===== src/rtl/time_set_router_pkg.sv =====
`default_nettype none
// ============================================================================
// Module   : time_set_router_pkg
// Purpose  : Shared field indices, router mode encoding and the select-width
//            helper used by the router, its interface and the display mux.
// Revision : 1.0  initial release
// ============================================================================
package time_set_router_pkg;

    localparam int FLD_HOUR = 0;
    localparam int FLD_MIN  = 1;
    localparam int FLD_SEC  = 2;

    typedef enum logic {
        MODE_RUN = 1'b0,
        MODE_SET = 1'b1
    } mode_e;

    // sel carries 0..num_fields-1 for a field, num_fields for RUN
    function automatic int sel_width(input int num_fields);
        return $clog2(num_fields + 1);
    endfunction

endpackage
`default_nettype wire


===== src/rtl/time_set_router_if.sv =====
`default_nettype none
// ============================================================================
// Module   : time_set_router_if
// Purpose  : Key/carry inputs and strobe/select/blink outputs of the router.
// Revision : 1.0  initial release
// ============================================================================
interface time_set_router_if
    import time_set_router_pkg::*;
#(
    parameter int NUM_FIELDS = 3
);
    localparam int SEL_W = sel_width(NUM_FIELDS);

    logic                  turn;
    logic                  change;
    logic [NUM_FIELDS-1:0] carry_in;
    logic [NUM_FIELDS-1:0] inc_out;
    logic [SEL_W-1:0]      sel;
    logic                  setting;
    logic [NUM_FIELDS-1:0] blink_on;

    modport master (
        output turn, change, carry_in,
        input  inc_out, sel, setting, blink_on
    );

    modport slave (
        input  turn, change, carry_in,
        output inc_out, sel, setting, blink_on
    );

endinterface
`default_nettype wire


===== src/rtl/time_set_router_key_edge.sv =====
`default_nettype none
// ============================================================================
// Module   : key_edge
// Purpose  : One-cycle rising-edge pulse from a debounced key level.
// Revision : 1.0  initial release
// ============================================================================
module key_edge (
    input  wire logic clk,
    input  wire logic i_key,
    output logic      o_rise
);
    // Reset also loads the live key level, which is exactly the normal update,
    // so no reset input is needed: a key held through reset yields no edge.
    logic r_key_q;

    always_ff @(posedge clk) begin
        r_key_q <= i_key;
    end

    assign o_rise = i_key & ~r_key_q;

endmodule
`default_nettype wire


===== src/rtl/time_set_router.sv =====
`default_nettype none
// ============================================================================
// Module   : time_set_router
// Purpose  : Steers the change key to the selected time field in set mode,
//            forwards counter-chain carries in run mode, adds hold-to-repeat
//            and a blink strobe for the field being set.
// Revision : 1.0  initial release
// ============================================================================
module time_set_router
    import time_set_router_pkg::*;
#(
    parameter int NUM_FIELDS = 3,
    parameter int REPEAT_DLY = 25_000_000,
    parameter int REPEAT_PER = 5_000_000,
    parameter int BLINK_HALF = 12_500_000
) (
    input  wire logic         clk,
    input  wire logic         reset,
    time_set_router_if.slave  bus
);
    localparam int SEL_W = sel_width(NUM_FIELDS);
    localparam int RC_W  = $clog2(REPEAT_DLY + REPEAT_PER + 1);
    localparam int BC_W  = $clog2(BLINK_HALF + 1);

    localparam logic [SEL_W-1:0]      c_sel_run    = SEL_W'(NUM_FIELDS);
    localparam logic [SEL_W-1:0]      c_sel_last   = SEL_W'(NUM_FIELDS - 1);
    localparam logic [RC_W-1:0]       c_rep_dly    = RC_W'(REPEAT_DLY);
    localparam logic [RC_W-1:0]       c_rep_wrap   = RC_W'(REPEAT_DLY + REPEAT_PER);
    localparam logic [RC_W-1:0]       c_rep_first  = RC_W'(1);
    localparam logic [BC_W-1:0]       c_blink_last = BC_W'(BLINK_HALF - 1);
    localparam logic [NUM_FIELDS-1:0] c_all_on     = '1;
    localparam logic [NUM_FIELDS-1:0] c_one        = NUM_FIELDS'(1);

    logic w_turn_rise;
    logic w_change_rise;

    key_edge u_turn_edge (
        .clk    (clk),
        .i_key  (bus.turn),
        .o_rise (w_turn_rise)
    );

    key_edge u_change_edge (
        .clk    (clk),
        .i_key  (bus.change),
        .o_rise (w_change_rise)
    );

    mode_e                 r_mode;
    logic [SEL_W-1:0]      r_sel;
    logic                  r_setting;
    logic [NUM_FIELDS-1:0] r_inc;
    logic [NUM_FIELDS-1:0] r_blink_on;
    logic [RC_W-1:0]       r_rep_cnt;
    logic [BC_W-1:0]       r_blink_cnt;
    logic                  r_phase;

    mode_e                 w_mode_nxt;
    logic [SEL_W-1:0]      w_sel_nxt;
    logic [NUM_FIELDS-1:0] w_inc_nxt;
    logic [NUM_FIELDS-1:0] w_blink_on_nxt;
    logic [RC_W-1:0]       w_rep_nxt;
    logic [RC_W-1:0]       w_rep_inc;
    logic [BC_W-1:0]       w_blink_cnt_nxt;
    logic                  w_phase_nxt;
    logic                  w_pulse;

    always_comb begin
        w_mode_nxt      = r_mode;
        w_sel_nxt       = r_sel;
        w_inc_nxt       = '0;
        w_blink_on_nxt  = c_all_on;
        w_rep_nxt       = '0;
        w_rep_inc       = r_rep_cnt + 1'b1;
        w_blink_cnt_nxt = '0;
        w_phase_nxt     = 1'b1;
        w_pulse         = 1'b0;

        if (w_turn_rise) begin
            // turn has priority over any change edge or repeat in the same cycle
            if (r_mode == MODE_RUN) begin
                w_mode_nxt = MODE_SET;
                w_sel_nxt  = '0;
            end else if (r_sel == c_sel_last) begin
                w_mode_nxt = MODE_RUN;
                w_sel_nxt  = c_sel_run;
            end else begin
                w_sel_nxt  = r_sel + 1'b1;
            end
        end else if (r_mode == MODE_RUN) begin
            w_inc_nxt = bus.carry_in;
        end else begin
            if (w_change_rise) begin
                w_rep_nxt = c_rep_first;
                w_pulse   = 1'b1;
            end else if (bus.change && (r_rep_cnt != '0)) begin
                // after the initial delay the counter loops DLY..DLY+PER-1, never wraps
                if (w_rep_inc == c_rep_wrap) begin
                    w_rep_nxt = c_rep_dly;
                    w_pulse   = 1'b1;
                end else begin
                    w_rep_nxt = w_rep_inc;
                    w_pulse   = (w_rep_inc == c_rep_dly);
                end
            end

            if (w_pulse) begin
                w_inc_nxt = c_one << r_sel;
            end else if (r_blink_cnt == c_blink_last) begin
                w_phase_nxt = ~r_phase;
            end else begin
                w_blink_cnt_nxt = r_blink_cnt + 1'b1;
                w_phase_nxt     = r_phase;
            end

            w_blink_on_nxt = w_phase_nxt ? c_all_on : ~(c_one << r_sel);
        end
    end

    always_ff @(posedge clk) begin
        if (reset) begin
            r_mode      <= MODE_RUN;
            r_sel       <= c_sel_run;
            r_setting   <= 1'b0;
            r_inc       <= '0;
            r_blink_on  <= c_all_on;
            r_rep_cnt   <= '0;
            r_blink_cnt <= '0;
            r_phase     <= 1'b1;
        end else begin
            r_mode      <= w_mode_nxt;
            r_sel       <= w_sel_nxt;
            r_setting   <= (w_mode_nxt == MODE_SET);
            r_inc       <= w_inc_nxt;
            r_blink_on  <= w_blink_on_nxt;
            r_rep_cnt   <= w_rep_nxt;
            r_blink_cnt <= w_blink_cnt_nxt;
            r_phase     <= w_phase_nxt;
        end
    end

    assign bus.inc_out  = r_inc;
    assign bus.sel      = r_sel;
    assign bus.setting  = r_setting;
    assign bus.blink_on = r_blink_on;

endmodule
`default_nettype wire


===== src/flat_wrapper.sv =====
// flat-port wrapper written by rule: the top's interface ports become plain ports
module time_set_router_flat import time_set_router_pkg::*;
#(
    parameter int NUM_FIELDS = 3,
    parameter int REPEAT_DLY = 25_000_000,
    parameter int REPEAT_PER = 5_000_000,
    parameter int BLINK_HALF = 12_500_000
)
  (clk, reset, bus_turn, bus_change, bus_carry_in, bus_inc_out, bus_sel, bus_setting, bus_blink_on);
  time_set_router_if #(.NUM_FIELDS(NUM_FIELDS)) bus_i ();
  input  wire logic clk;
  input  wire logic reset;
  input wire logic [$bits(bus_i.turn)-1:0] bus_turn;
  input wire logic [$bits(bus_i.change)-1:0] bus_change;
  input wire logic [$bits(bus_i.carry_in)-1:0] bus_carry_in;
  output wire logic [$bits(bus_i.inc_out)-1:0] bus_inc_out;
  output wire logic [$bits(bus_i.sel)-1:0] bus_sel;
  output wire logic [$bits(bus_i.setting)-1:0] bus_setting;
  output wire logic [$bits(bus_i.blink_on)-1:0] bus_blink_on;
  assign bus_i.turn = bus_turn;
  assign bus_i.change = bus_change;
  assign bus_i.carry_in = bus_carry_in;
  assign bus_inc_out = bus_i.inc_out;
  assign bus_sel = bus_i.sel;
  assign bus_setting = bus_i.setting;
  assign bus_blink_on = bus_i.blink_on;
  time_set_router #(.NUM_FIELDS(NUM_FIELDS), .REPEAT_DLY(REPEAT_DLY), .REPEAT_PER(REPEAT_PER), .BLINK_HALF(BLINK_HALF)) u_core (.clk(clk), .reset(reset), .bus(bus_i));
endmodule

===== config.mk =====
export PLATFORM = sky130hd
export DESIGN_NAME = time_set_router_flat
export DESIGN_NICKNAME = d
export VERILOG_FILES = /design/src/rtl/time_set_router_pkg.sv /design/src/rtl/time_set_router_if.sv /design/src/rtl/time_set_router_key_edge.sv /design/src/rtl/time_set_router.sv /design/src/flat_wrapper.sv
export SDC_FILE = /design/constraint.sdc
export NUM_CORES = 1
export LEC_CHECK = 0
export BUFFER_PORTS_ARGS = -buffer_cell sky130_fd_sc_hd__buf_4
export CAP_MARGIN = 20
export CORE_MARGIN = 1.5
export CORE_UTILIZATION = 40
export CTS_CLUSTER_SIZE = 28
export DETAILED_ROUTE_END_ITERATION = 10
export PLACE_DENSITY_LB_ADDON = 0.3
export SYNTH_ARGS = -nofsm -noshare
export SYNTH_HDL_FRONTEND = slang
export SYNTH_HIERARCHICAL = 1
export SYNTH_SLANG_ARGS = --single-unit

===== constraint.sdc =====
create_clock -name clk -period 8.1 [get_ports clk]
set_input_delay 0.81 -clock clk [delete_from_list [all_inputs] [get_ports clk]]
set_output_delay 0.81 -clock clk [all_outputs]
set_load 0.03 [all_outputs]

==> flow_summary.yaml, run 1 <==
run_status:
  outcome: "complete, no violations"
placed_design:
  dp_hpwl_mm: 5.162
  gp_congestion: 0.8957
  dp.cells: 482
  placed_area_mm2: 0.003392
  portBuffers: 15
power_and_ir_drop:
  vdd_drop_max_mv: 0.1240
  p_per_area_mw_per_mm2: 173.0
  totalPowerFinal_w: 0.0006255
  p_leak_nw: 1.145
cells_and_area:
  multi_input_area_mm2: 0.001874
  drive_above_1_share: 0.1187
  nFillCells: 754
  final_common_cell: "dfxtp_1"
  synthToLayoutAreaGrowth_pct: 11.20
  layout.cells.non_filler: 498
  seqCellArea_mm2: 0.001221
  postLayoutCellArea_mm2: 0.003616
  insertedDiodeCount: 0
  final_cell_mix: "61 x dfxtp_1, 35 x nor2_1, 29 x nor3_1"
  fin_nets: 405
global_route:
  grt_pass1_vias: 2467
  antenna_found_initial: 0
  grt_pass1_wl_mm: 12.27
  grtUsageTotal: 0.1797
  globalRouteOverflowTotal: 0
  grt_max_degree: 32
yosys:
  syn-instance-count: 387
  ys_warn_count: 6
  synth_area_mm2: 0.003252
  synth_edf_count: 0
  yosys.area_share.simple: 0.3328
  ys_seq_elements: 61
  syn_nets: 401
  synth_compound_area_frac: 0.1004
  syn_area_per_cell_um2: 8.403
  synthMuxAreaShare: 0.003078
  ys.flop_type: "dfxtp_1"
  async_flop_share: 0
  yosysSeqAreaShare: 0.3755
  ys_types: 51
  synthAdderAreaFrac: 0.02693
  synth_top_family_by_area: "simple AND/OR/NAND/NOR gates"
  synth_xor_area_frac: 0.1131
worst_setup_path:
  cp.arrival_ns: 4.32
  critPathMaxFanout: 12
  cpMaxStageDelayCell: "o21bai_1"
  r2r_cells: 8
  crit_type: "flop to flop"
  crit_family: "simple AND/OR/NAND/NOR gates"
  path_buf_inv: 0
  cp.depth: 8
  crit_chain: "ha_1 > nand4_1 > or4_4 > or3_1 > xor2_1 > or4_1 > o21bai_1 > o21ba_1"
  cp-end-kind: "flop"
  cp_data_required_time_ns: 8.33
  start_kind: "flop"
  max_stage_delay_ns: 0.76
drt:
  route.antenna.remaining_nets: 0
  drcViolationCount: 0
  first_pass_iters: 5
  viasPerCell: 5.637
  wl_per_cell_um: 14.46
  wl_mm: 7.199
  routed-via-count: 2807
  drtIter0Drc: 327
clock_tree:
  clk_latency_ns: 0.34
  cts_tree: "built"
  cts_buffer_depth: 2
  cts_resized: 0
  numCtsBuffers: 9
  post-cts-setup-buffer-count: 0
  cts_max_level: 3
  hold_buffers: 0
  ctsRootBufferMaster: "clkbuf_8"
  cts.sinks: 61
  path_clk_slew_ns: 0.07
sta:
  grt_setup_unrepaired: "false"
  fin_skew_ns: 0.008808
  tns_ns: 0
  maxSlewHeadroom: 0.3744
  finalHoldViolCount: 0
  timing.hold.ws_ns: 0.4882
  worst_pin_slew_ns: 0.9365
  period_needed_ns: 4.084
  fin_crit_sh: 0.5042
  final_max_slew_viol_count: 0
  setup_viol: 0
  max_freq_mhz: 244.9
floorplan:
  die_area_mm2: 0.008680
  coreArea_mm2: 0.007807
  initial_core_util: 0.4165
  die_height_um: 93.17
  pin_count: 16
  fp.dieW_um: 93.17
  rows: 32
hold_path:
  hold_class: "flop to flop"
  hold-path-cell-count: 1
job:
  drv_cap: 0
## synthesized netlist by cell type, types with 6 or more instances
cell / number / share of area
xor2_1: 25 / 0.067
clkbuf_1: 12 / 0.014
dfxtp_1: 61 / 0.38
and3_1: 7 / 0.013
buf_2: 6 / 0.0092
ha_1: 7 / 0.027
nand2_1: 21 / 0.024
nand3b_1: 8 / 0.018
xnor2_1: 17 / 0.046
inv_1: 13 / 0.015
nor2_1: 35 / 0.040
o21ai_0: 9 / 0.014
nor4_1: 16 / 0.031
nand4_1: 22 / 0.042
nor3_1: 29 / 0.045
nand3_1: 25 / 0.038
a21oi_1: 10 / 0.015
## flip-flops by register name (all words and copies together) (netlist names)
name	flops
u_core/bus.setting	1
u_core/u_turn_edge/r_key_q	1
u_core/u_change_edge/r_key_q	1
u_core/r_phase	1
u_core/bus.inc_out	3
u_core/r_blink_cnt	24
u_core/bus.blink_on	3
u_core/bus.sel	2
u_core/r_rep_cnt	25
## worst register-to-register path, cell delays in order (launching register included)
cell and delay [ns]:
dfxtp_1 0.48, ha_1 0.48, nand4_1 0.32, or4_4 0.60, or3_1 0.38, xor2_1 0.18, or4_1 0.54, o21bai_1 0.76
o21ba_1 0.24
## cell type report
class                      instances  area share
multi-input combinational        290      0.5183
sequential                        61      0.3377
tap                              102     0.03529
clock buffer                       9     0.03426
timing repair buffer              16     0.03322
clock inverter                     7     0.02768
inverter                          13     0.01349
## routing by layer
| layer | track usage | vias up | part of all wire |
|---|---|---|---|
| met3 | 0.04065 | 11 | 0.059 |
| met5 | 0 | - | 0 |
| met2 | 0.2305 | 86 | 0.40 |
| met1 | 0.2721 | 1308 | 0.52 |
| met4 | 0.09343 | 0 | 0.021 |
| li1 | - | 1402 | - |
## power breakdown
group / switching, W / total, W / internal, W
clock: 0.000126 / 0.000300 / 0.000174
sequential: 0.00000311 / 0.000306 / 0.000302
combinational: 0.0000115 / 0.0000198 / 0.00000826
total: 0.000141 / 0.000625 / 0.000485
## cells by family after synthesis
logic type | after synthesis
simple gates | 196
flops | 61
compound gates | 44
xor+xnor | 42
buf+inv | 36
fa+ha+maj | 7
mux | 1
## stage by stage
step,worst slack (ns),utilization
3_5_place_dp,4.051,0.4345
2_1_floorplan,5.081,-
3_3_place_gp,4.181,0.4345
6_report,4.016,0.4631
5_1_grt,3.791,0.4631
4_1_cts,4.039,0.4631
## path summary, 6_finish.rpt
check	start	end	slack, ns
setup / recovery	u_core/r_rep_cnt[0]	u_core/r_rep_cnt[5]	4.02
hold / removal	u_core/r_blink_cnt[0]	u_core/r_blink_cnt[0]	0.49
setup reg to reg	u_core/r_rep_cnt[0]	u_core/r_rep_cnt[5]	4.02
hold reg to reg	u_core/r_blink_cnt[0]	u_core/r_blink_cnt[0]	0.49
No activity file was read; power rests on OpenSTA's default activity.
==> run 2, diff against run 1 <==
Clock period 8.1 ns to 3.3 ns, I/O delays scaled along.
==> flow_summary.yaml, run 2 (synthesis results as in run 1) <==
clock_tree:
  cts_max_level: 3
  clk_latency_ns: 0.34
  hold_buffers: 0
  cts_resized: 0
  cts.sinks: 61
  cts_tree: "built"
  numCtsBuffers: 9
  post-cts-setup-buffer-count: 0
  cts_buffer_depth: 2
  ctsRootBufferMaster: "clkbuf_8"
  path_clk_slew_ns: 0.07
sta:
  final_max_slew_viol_count: 0
  maxSlewHeadroom: 0.4555
  max_freq_mhz: 325.1
  grt_setup_unrepaired: "false"
  fin_skew_ns: 0.004577
  tns_ns: 0
  worst_pin_slew_ns: 0.8093
  fin_crit_sh: 0.9322
  period_needed_ns: 3.076
  setup_viol: 0
  finalHoldViolCount: 0
worst_setup_path:
  crit_type: "flop to flop"
  cp.arrival_ns: 3.31
  start_kind: "flop"
  cp_data_required_time_ns: 3.54
  critPathMaxFanout: 12
  cp-end-kind: "flop"
global_route:
  antenna_found_initial: 0
  grt_max_degree: 32
  grt_pass1_wl_mm: 12.31
  grtUsageTotal: 0.1813
  grt_pass1_vias: 2582
  globalRouteOverflowTotal: 0
floorplan:
  initial_core_util: 0.4165
  die_area_mm2: 0.008680
  pin_count: 16
  rows: 32
  die_height_um: 93.17
  fp.dieW_um: 93.17
  coreArea_mm2: 0.007807
drt:
  wl_per_cell_um: 14.32
  first_pass_iters: 4
  drtIter0Drc: 258
  drcViolationCount: 0
  routed-via-count: 2835
  wl_mm: 7.290
  route.antenna.remaining_nets: 0
  viasPerCell: 5.570
cells_and_area:
  top_regs: "u_core/r_rep_cnt (25), u_core/r_blink_cnt (24)"
  synthToLayoutAreaGrowth_pct: 14.85
  layout.cells.non_filler: 509
  final_common_cell: "dfxtp_1"
  insertedDiodeCount: 0
  largest-register: "u_core/r_rep_cnt"
  fin_nets: 416
  drive_above_1_share: 0.1450
  final_cell_mix: "60 x dfxtp_1, 35 x nor2_1, 29 x nor3_1"
  largest_reg_flops: 25
run_status:
  outcome: "complete, no violations"
placed_design:
  portBuffers: 15
  gp_congestion: 0.9379
  dp.cells: 493
  dp_hpwl_mm: 5.257
hold_path:
  hold_class: "input pin to flop"
job:
  drv_cap: 0
power_and_ir_drop:
  p_per_area_mw_per_mm2: 434.2
  p_leak_nw: 1.226
  vdd_drop_max_mv: 0.2736
-- run 2: cell count changes in the layout (fill, tap and decap cells not counted) --
cell        change
clkbuf_8        +1
clkinv_4        -2
buf_4          +10
buf_12          +1
dfxtp_1         -1
bufinv_16       +1
dfxtp_2         +1
clkinvlp_4      -3
inv_6           +1
clkinv_2        +2
-- run 2: final cells by class --
class / count / area (µm²)
clock buffer: 10 / 137.6
clock inverter: 6 / 108.9
fill: 764 / 4073
inverter: 13 / 48.80
multi-input combinational: 290 / 1874
sequential: 61 / 1222
tap: 102 / 127.6
timing repair buffer: 27 / 215.2
-- run 2: per-layer routing --
metal | global-route usage | vias up | share of wire
met5 | 0 | - | 0
met4 | 0.08586 | 0 | 0.030
met3 | 0.04634 | 19 | 0.060
met2 | 0.2622 | 82 | 0.41
met1 | 0.2500 | 1311 | 0.50
li1 | - | 1423 | -
-- run 2: power by group --
group | leakage (nW) | switching, W | internal [W] | total [W]
clock network | 0.127 | 0.000300 | 0.000522 | 0.000822
logic | 0.606 | 0.0000285 | 0.0000216 | 0.0000501
registers | 0.494 | 0.00000722 | 0.000743 | 0.000750
-- run 2: worst max-delay path, stage by stage, from the launching register on --
cell and delay, ns:
dfxtp_1 0.52, nand3_2 0.21, or4_4 0.59, or3_1 0.38, xor2_1 0.18, or4_1 0.53, o21bai_1 0.17, buf_4 0.22
o21ba_1 0.17
-- run 2: worst paths after layout --
check / start / to / slack, ns / cells after the start
max: u_core/r_rep_cnt[6] / u_core/r_rep_cnt[5] / 0.22 / 8
min: bus_turn / u_core/u_turn_edge/r_key_q / 0.1 / 1
max reg2reg: u_core/r_rep_cnt[6] / u_core/r_rep_cnt[5] / 0.22 / 8
min reg2reg: u_core/r_blink_cnt[0] / u_core/r_blink_cnt[0] / 0.48 / 1
-- run 2: per-stage QoR --
step,util,worst slack [ns],power (W),hold WS [ns],cell area (µm²)
floorplan,-,0.2809,0.0007965,0.3577,3252
global placement,0.4466,0.3511,0.0008165,0.4457,3487
detailed placement,0.4466,0.2695,0.0008167,0.4488,3487
CTS,0.4782,0.2514,0.001639,0.08902,3734
global route,0.4784,0.007082,0.001677,0.08575,3735
finish,0.4784,0.2239,0.001621,0.09900,3735
